==> config.mk <==
export PLATFORM = sky130hd
export DESIGN_NAME = instr_fetch
export DESIGN_NICKNAME = d
export VERILOG_FILES = /design/src/rtl/riscv_pkg.sv /design/src/rtl/fetch_fifo.sv /design/src/rtl/instr_fetch.sv
export SDC_FILE = /design/constraint.sdc
export NUM_CORES = 1
export LEC_CHECK = 0
export ABC_CLOCK_PERIOD_IN_PS = 4680
export BUFFER_PORTS_ARGS = -buffer_cell sky130_fd_sc_hd__buf_2
export CORE_MARGIN = 1
export CORE_UTILIZATION = 25
export CTS_CLUSTER_DIAMETER = 150
export DETAILED_ROUTE_END_ITERATION = 12
export HOLD_SLACK_MARGIN = 0.12
export PLACE_DENSITY = 0.45
export SYNTH_ARGS = -nofsm -noshare
export SYNTH_HDL_FRONTEND = slang
export SYNTH_SLANG_ARGS = --single-unit
==> constraint.sdc <==
create_clock -name clk -period 4.68 [get_ports clk]
set_input_delay 0.234 -clock clk [delete_from_list [all_inputs] [get_ports clk]]
set_output_delay 0.234 -clock clk [all_outputs]
set_load 0.01 [all_outputs]
==> src/rtl/riscv_pkg.sv <==
// Shared RISC-V definitions for the fetch stage: default NOP word, control-flow
// opcodes and the PC-tagged instruction entry carried through the fetch buffer.
package riscv_pkg;

  localparam logic [31:0] NOP_INST_DEFAULT = 32'h0000_0013;

  localparam logic [6:0] OP_BRANCH = 7'b1100011;
  localparam logic [6:0] OP_JAL    = 7'b1101111;
  localparam logic [6:0] OP_JALR   = 7'b1100111;

  typedef struct packed {
    logic [31:0] pc;
    logic [31:0] inst;
  } fetch_entry_t;

  function automatic logic is_ctrl_flow(input logic [31:0] inst);
    return (inst[6:0] == OP_BRANCH) || (inst[6:0] == OP_JAL) || (inst[6:0] == OP_JALR);
  endfunction

endpackage

==> src/rtl/fetch_fifo.sv <==
// Small synchronous FIFO of PC-tagged instruction words with push, pop,
// flush and an occupancy count; flush wins over push and pop.
module fetch_fifo
  import riscv_pkg::*;
#(
  parameter int DEPTH = 2
) (
  input  logic                   clk,
  input  logic                   rst,
  input  logic                   push_i,
  input  fetch_entry_t           push_data_i,
  input  logic                   pop_i,
  input  logic                   flush_i,
  output fetch_entry_t           head_o,
  output logic [$clog2(DEPTH):0] count_o,
  output logic                   empty_o
);

  localparam int AW = $clog2(DEPTH);
  localparam logic [AW:0] FULL_COUNT = (AW + 1)'(DEPTH);

  fetch_entry_t  mem_q [DEPTH];
  fetch_entry_t  mem_d [DEPTH];
  logic [AW-1:0] wr_ptr_q, wr_ptr_d;
  logic [AW-1:0] rd_ptr_q, rd_ptr_d;
  logic [AW:0]   count_q, count_d;
  logic          do_push, do_pop;

  assign do_pop  = pop_i && (count_q != '0);
  assign do_push = push_i && ((count_q != FULL_COUNT) || do_pop);

  always_comb begin
    mem_d    = mem_q;
    wr_ptr_d = wr_ptr_q;
    rd_ptr_d = rd_ptr_q;
    count_d  = count_q;
    if (flush_i) begin
      wr_ptr_d = '0;
      rd_ptr_d = '0;
      count_d  = '0;
    end else begin
      if (do_push) begin
        mem_d[wr_ptr_q] = push_data_i;
        wr_ptr_d        = wr_ptr_q + AW'(1);
      end
      if (do_pop) begin
        rd_ptr_d = rd_ptr_q + AW'(1);
      end
      if (do_push && !do_pop) begin
        count_d = count_q + (AW + 1)'(1);
      end else if (do_pop && !do_push) begin
        count_d = count_q - (AW + 1)'(1);
      end
    end
  end

  always_ff @(posedge clk) begin
    if (rst) begin
      mem_q    <= '{default: '0};
      wr_ptr_q <= '0;
      rd_ptr_q <= '0;
      count_q  <= '0;
    end else begin
      mem_q    <= mem_d;
      wr_ptr_q <= wr_ptr_d;
      rd_ptr_q <= rd_ptr_d;
      count_q  <= count_d;
    end
  end

  assign head_o  = mem_q[rd_ptr_q];
  assign count_o = count_q;
  assign empty_o = (count_q == '0);

endmodule

==> src/rtl/instr_fetch.sv <==
// RISC-V fetch stage: credit-limited imem requests, PC-tagged response buffering,
// redirect with squash. Optional counters enabled by `define INSTR_FETCH_PERF_EN.
module instr_fetch
  import riscv_pkg::*;
#(
  parameter logic [31:0] RESET_PC   = 32'h0000_0000,
  parameter int          FIFO_DEPTH = 2,
  parameter logic [31:0] NOP_INST   = NOP_INST_DEFAULT
) (
  input  logic        clk,
  input  logic        rst,
  output logic        imem_req_o,
  output logic [31:0] imem_addr_o,
  input  logic        imem_ready_i,
  input  logic        imem_rvalid_i,
  input  logic [31:0] imem_rdata_i,
  input  logic        pc_sel_i,
  input  logic [31:0] pc_target_i,
  input  logic        stall_i,
  output logic [31:0] inst_o,
  output logic [31:0] pc_o,
  output logic        inst_valid_o
`ifdef INSTR_FETCH_PERF_EN
  ,
  output logic [31:0] fetched_cnt_o,
  output logic [31:0] bubble_cnt_o
`endif
);

  localparam int CW = $clog2(FIFO_DEPTH) + 1;

  logic [31:0]   fetch_pc_q, fetch_pc_d;
  logic [CW-1:0] outstanding_q, outstanding_d;
  logic [CW-1:0] drop_q, drop_d;
  logic [31:0]   inst_q, inst_d;
  logic [31:0]   pc_q, pc_d;
  logic          inst_valid_q, inst_valid_d;

  fetch_entry_t  fifo_head;
  fetch_entry_t  resp_entry;
  logic [CW-1:0] fifo_count;
  logic          fifo_empty;
  logic          fifo_push, fifo_pop;
  logic [CW:0]   in_flight;
  logic          accept, resp, resp_keep, load_valid;
  logic          unused_target_bits;

  assign unused_target_bits = ^pc_target_i[1:0];

  assign in_flight   = {1'b0, outstanding_q} + {1'b0, fifo_count};
  assign imem_req_o  = !rst && (in_flight < (CW + 1)'(FIFO_DEPTH));
  assign imem_addr_o = fetch_pc_q;
  assign accept      = imem_req_o && imem_ready_i;

  // Responses with nothing outstanding are stray and ignored entirely.
  assign resp      = imem_rvalid_i && (outstanding_q != '0);
  assign resp_keep = resp && (drop_q == '0) && !pc_sel_i;

  // Non-squashed fetches are contiguous and end at fetch_pc, so the oldest one
  // sits outstanding words behind it.
  assign resp_entry.pc   = fetch_pc_q - {{(30 - CW){1'b0}}, outstanding_q, 2'b00};
  assign resp_entry.inst = imem_rdata_i;

  assign fifo_pop   = !pc_sel_i && !stall_i && !fifo_empty;
  assign fifo_push  = resp_keep && !(!stall_i && fifo_empty);
  assign load_valid = !pc_sel_i && !stall_i && (!fifo_empty || resp_keep);

  fetch_fifo #(
    .DEPTH (FIFO_DEPTH)
  ) u_fifo (
    .clk         (clk),
    .rst         (rst),
    .push_i      (fifo_push),
    .push_data_i (resp_entry),
    .pop_i       (fifo_pop),
    .flush_i     (pc_sel_i),
    .head_o      (fifo_head),
    .count_o     (fifo_count),
    .empty_o     (fifo_empty)
  );

  always_comb begin
    fetch_pc_d    = fetch_pc_q;
    outstanding_d = outstanding_q;
    drop_d        = drop_q;
    inst_d        = inst_q;
    pc_d          = pc_q;
    inst_valid_d  = inst_valid_q;

    if (accept) begin
      fetch_pc_d    = fetch_pc_q + 32'd4;
      outstanding_d = outstanding_d + CW'(1);
    end
    if (resp) begin
      outstanding_d = outstanding_d - CW'(1);
      if (drop_q != '0) begin
        drop_d = drop_q - CW'(1);
      end
    end

    // Redirect squashes everything still in flight, including this cycle's accept.
    if (pc_sel_i) begin
      fetch_pc_d   = {pc_target_i[31:2], 2'b00};
      drop_d       = outstanding_d;
      inst_d       = NOP_INST;
      inst_valid_d = 1'b0;
    end else if (!stall_i) begin
      if (!fifo_empty) begin
        inst_d       = fifo_head.inst;
        pc_d         = fifo_head.pc;
        inst_valid_d = 1'b1;
      end else if (resp_keep) begin
        inst_d       = resp_entry.inst;
        pc_d         = resp_entry.pc;
        inst_valid_d = 1'b1;
      end else begin
        inst_d       = NOP_INST;
        inst_valid_d = 1'b0;
      end
    end
  end

  always_ff @(posedge clk) begin
    if (rst) begin
      fetch_pc_q    <= RESET_PC;
      outstanding_q <= '0;
      drop_q        <= '0;
      inst_q        <= NOP_INST;
      pc_q          <= '0;
      inst_valid_q  <= 1'b0;
    end else begin
      fetch_pc_q    <= fetch_pc_d;
      outstanding_q <= outstanding_d;
      drop_q        <= drop_d;
      inst_q        <= inst_d;
      pc_q          <= pc_d;
      inst_valid_q  <= inst_valid_d;
    end
  end

  assign inst_o       = inst_q;
  assign pc_o         = pc_q;
  assign inst_valid_o = inst_valid_q;

`ifdef INSTR_FETCH_PERF_EN
  logic [31:0] fetched_cnt_q, fetched_cnt_d;
  logic [31:0] bubble_cnt_q, bubble_cnt_d;

  always_comb begin
    fetched_cnt_d = fetched_cnt_q;
    bubble_cnt_d  = bubble_cnt_q;
    if (load_valid) begin
      fetched_cnt_d = fetched_cnt_q + 32'd1;
    end else if (!stall_i) begin
      bubble_cnt_d = bubble_cnt_q + 32'd1;
    end
  end

  always_ff @(posedge clk) begin
    if (rst) begin
      fetched_cnt_q <= '0;
      bubble_cnt_q  <= '0;
    end else begin
      fetched_cnt_q <= fetched_cnt_d;
      bubble_cnt_q  <= bubble_cnt_d;
    end
  end

  assign fetched_cnt_o = fetched_cnt_q;
  assign bubble_cnt_o  = bubble_cnt_q;
`else
  logic unused_load_valid;
  assign unused_load_valid = load_valid;
`endif

endmodule

==> summary.md <==
| Metric | Value |
|---|---|
| FFs w/ async S/R, synth | `0%` |
| DR vias | `9659` |
| Seq/Total Area, Yosys | `42.37%` |
| First-pass GRT wire length | `55280 um` |
| DR pass1 iterations | `5` |
| Cts repair resizes | `0` |
| Cell Int Power | `0.003643 W` |
| Area grow syn2layout | `25.17%` |
| Commonest non-fill, non-tap cells in the layout | `224 x dfxtp_1, 186 x nand2_1, 160 x buf_2` |
| GRT Total Usage | `16.02%` |
| Post-DR wirelength/cell | `17.65 um` |
| Num rows | `75` |
| Dpl hpwl | `22090 um` |
| Tcrit/Tclk final | `65.26%` |
| 1st-iter DRT viols | `517` |
| Syn avg cell area | `8.331 um^2` |
| RSZ-0062 raised after global routing | `false` |
| Post-route DRC | `0` |
| Max-cap violation count | `0` |
| Final hold vios | `0` |
| Slowest stage delay, CP | `0.69 ns` |
| Final WL | `35050 um` |
| Vias per cell | `4.866` |
| Crit path cell chain | `and2_1 > fa_1 > or4b_4 > nor3_1 > nand4_1 > xor2_1 > a211oi_1` |
| Main combinational cell family by area after synthesis | `simple AND/OR/NAND/NOR gates` |
| IO Pins | `168` |
| Pwr/cell area | `378.8 nW/um^2` |
| VDD IR max | `174.6 uV` |
| Die width | `208.2 um` |
| Commonest non-fill, non-tap cell in the layout | `dfxtp_1` |
| EDFF count, synth | `0` |
| Syn. warnings | `0` |
| Htree depth | `1` |
| # hold bufs at CTS | `62` |
| Clk slew on worst S/H paths | `0.06 ns` |
| Area of the core | `41950 um^2` |
| Max Slew Vio Count | `0` |
| Placed cell areas | `11760 um^2` |
| Max Clk Rate | `327.4 MHz` |
| Initial core utilization | `25.34%` |
| RePlAce Congestion | `0.7816` |
| CP max FO | `11` |
| Final min period | `3.054 ns` |
| Post-CTS setup buffers | `0` |
| Count of cell types in the netlist | `65` |
| Port bufs | `161` |
| CP endpoint | `imem_addr_o[15]` |
| Critical path's slowest cell | `or4b_4` |
| Slew margin rel. | `23.23%` |
| Register-to-register setup slack | `1.63 ns` |
| Layout cell share with drive strength beyond 1 | `19.71%` |
| Most used DFF post-synth | `dfxtp_1` |
| Fin nets | `1507` |
| Post-Synth Adder-Cell Area | `1.083%` |
| Run status | `completed` |
| Total CTS buffers | `27` |
| Share of power burned in registers | `41.2%` |
| ANT cells | `0` |
| Crit path launch type | `register` |
| Number of global-route vias before repair | `9547` |
| Crit path kind | `reg -> reg` |
| Final setup TNS | `0 ns` |
| R2r worst-path depth | `7` |
| Syn Inst Count | `1276` |
| Synthesized cell area | `10630 um^2` |
| Worst slew pin tran | `1.147 ns` |
| CP Data Required Time | `5.14 ns` |
| Critical Path Sink Type | `register` |
| Initial antenna violation count | `0` |
| Post-synthesis xor/xnor area fraction | `4.532%` |
| Setup violations, final | `0` |
| Clock latency on the worst-skew pair | `0.55 ns` |
| Post-synthesis compound-gate area fraction | `19.08%` |
| Die Y | `208.2 um` |
| Post-route design area | `13310 um^2` |
| Clock skew | `0.01028 ns` |
| Combinational power share | `14.8%` |
| Switching power | `0.001396 W` |
| Mux cell area share after synthesis | `5.414%` |
| Grt ovf | `0` |
| Simple-gate share of the synthesized area | `21.99%` |
| Static leakage | `4.859 nW` |
| End of the worst register-to-register path | `imem_addr_o[15]` |
| Root buffer cell | `clkbuf_16` |
| #FFs+latches synth | `225` |
| CTS tree | `built` |
| Clock Path Buffers | `3` |
| Largest net degree at the start of global routing | `82` |
| Sw frac | `27.71%` |
| DRT antenna net count | `0` |
| RR Startpoint | `u_fifo.count_o[0]` |
| Critical path arrival | `3.51 ns` |
| Die Footprint | `43350 um^2` |
| Clock share of power | `44.0%` |
| Hold Crit Class | `in -> reg` |
| Critical Path Start | `u_fifo.count_o[0]` |
| Number of clock sinks | `225` |
-- layout make-up --
class | count | area, um^2
fillers | 4448 | 28640
multi-input cells | 920 | 5572
flip-flops and latches | 225 | 4508
repair buffers | 241 | 1577
clock buffers | 32 | 714.4
well taps | 539 | 674.4
clock inverters | 14 | 207.7
inverters | 14 | 52.55
-- per-stage QoR --
| step | hold slack, ns | util [%] | worst slack, ns | power [W] | cells |
|---|---|---|---|---|---|
| global route | 0.1655 | 31.72 | 1.465 | 0.005284 | 1985 |
| detailed placement | 0.4432 | 28.04 | 1.627 | 0.002824 | 1877 |
| global placement | 0.4381 | 28.04 | 1.670 | 0.002818 | 1877 |
| CTS | 0.1260 | 31.72 | 1.626 | 0.005113 | 1985 |
| floorplan | 0.3700 | - | 1.997 | 0.002581 | 1279 |
| finish | 0.1461 | 31.72 | 1.626 | 0.005040 | 1985 |
-- metal layers --
metal,routed length (um),global-route usage (%),up-vias
met5,0,0,-
met4,698,3.755,0
met3,1609,3.230,45
met2,15520,25.73,247
met1,17220,21.93,4547
li1,-,-,4820
-- power by group through the flow --
stage	Sequential [W]	Clock (W)	Combinational, W
after detailed placement	0.00212	0	0.000705
after global routing	0.00209	0.00237	0.000828
after floorplan	0.00209	0	0.000491
final	0.00208	0.00222	0.000746
after CTS	0.00208	0.00229	0.000751
after global placement	0.00212	0	0.000701
-- registers in the layout (all words and copies together), names as in the netlist --
register and count:
outstanding_q 2, imem_addr_o 30, pc_o 30, inst_valid_o 1
u_fifo.count_o 2, u_fifo.mem_q 124, u_fifo.rd_ptr_q 1, u_fifo.wr_ptr_q 1
drop_q 2, inst_o 32
-- cells by family after synthesis --
kind of cell | Yosys count
xor+xnor | 55
mux | 53
compound gates | 325
flops | 225
fa+ha+maj | 8
simple gates | 475
buf+inv | 134
other cells | 1
-- worst max-delay path: cells and delay by family, from the launching register on --
kind	cells	cell delay, ns
AOI/OAI and AO/OA	1	0.24
xor gates and xnor gates	1	0.18
adders and majority gates	1	0.49
DFF	1	0.52
and+or+nand+nor	4	1.55
-- worst min-delay path by stage --
| stage | start | slack [ns] | endpoint | cells after the start |
|---|---|---|---|---|
| 6_report | rst | 0.15 | imem_addr_o[3] | 2 |
| 5_1_grt | rst | 0.17 | imem_addr_o[5] | 2 |
| 4_1_cts | rst | 0.13 | imem_addr_o[3] | 2 |
| 3_5_place_dp | u_fifo.mem_q[21] | 0.44 | u_fifo.mem_q[21] | 2 |
| 3_3_place_gp | u_fifo.mem_q[14] | 0.44 | u_fifo.mem_q[14] | 2 |
| 2_1_floorplan | imem_rdata_i[0] | 0.37 | u_fifo.mem_q[0] | 2 |
-- synthesized netlist by cell type, types with 5 or more instances --
master	n	share of area, %
inv_1	14	0.49
nor2_1	92	3.2
buf_1	7	0.25
nor2b_1	41	2.4
and3_1	7	0.41
o31ai_1	5	0.35
mux2_2	36	3.8
o21ai_0	47	2.2
xor2_1	14	1.2
nand4_1	17	1.0
o211ai_1	5	0.35
and2_1	6	0.35
mux2i_1	17	1.6
a21oi_1	141	6.6
o22ai_1	6	0.35
or3_1	9	0.53
dfxtp_1	225	42
a221oi_1	29	2.4
nor4_1	11	0.65
buf_4	7	0.49
nor3_1	49	2.3
xnor2_1	41	3.4
nand2_1	186	6.6
nor4_2	6	0.71
ha_1	6	0.71
nand3_1	23	1.1
a211o_1	7	0.58
clkbuf_1	82	2.9
a211oi_1	60	4.2
buf_2	20	0.94
Note: power is estimated with default switching activity, not from simulation.
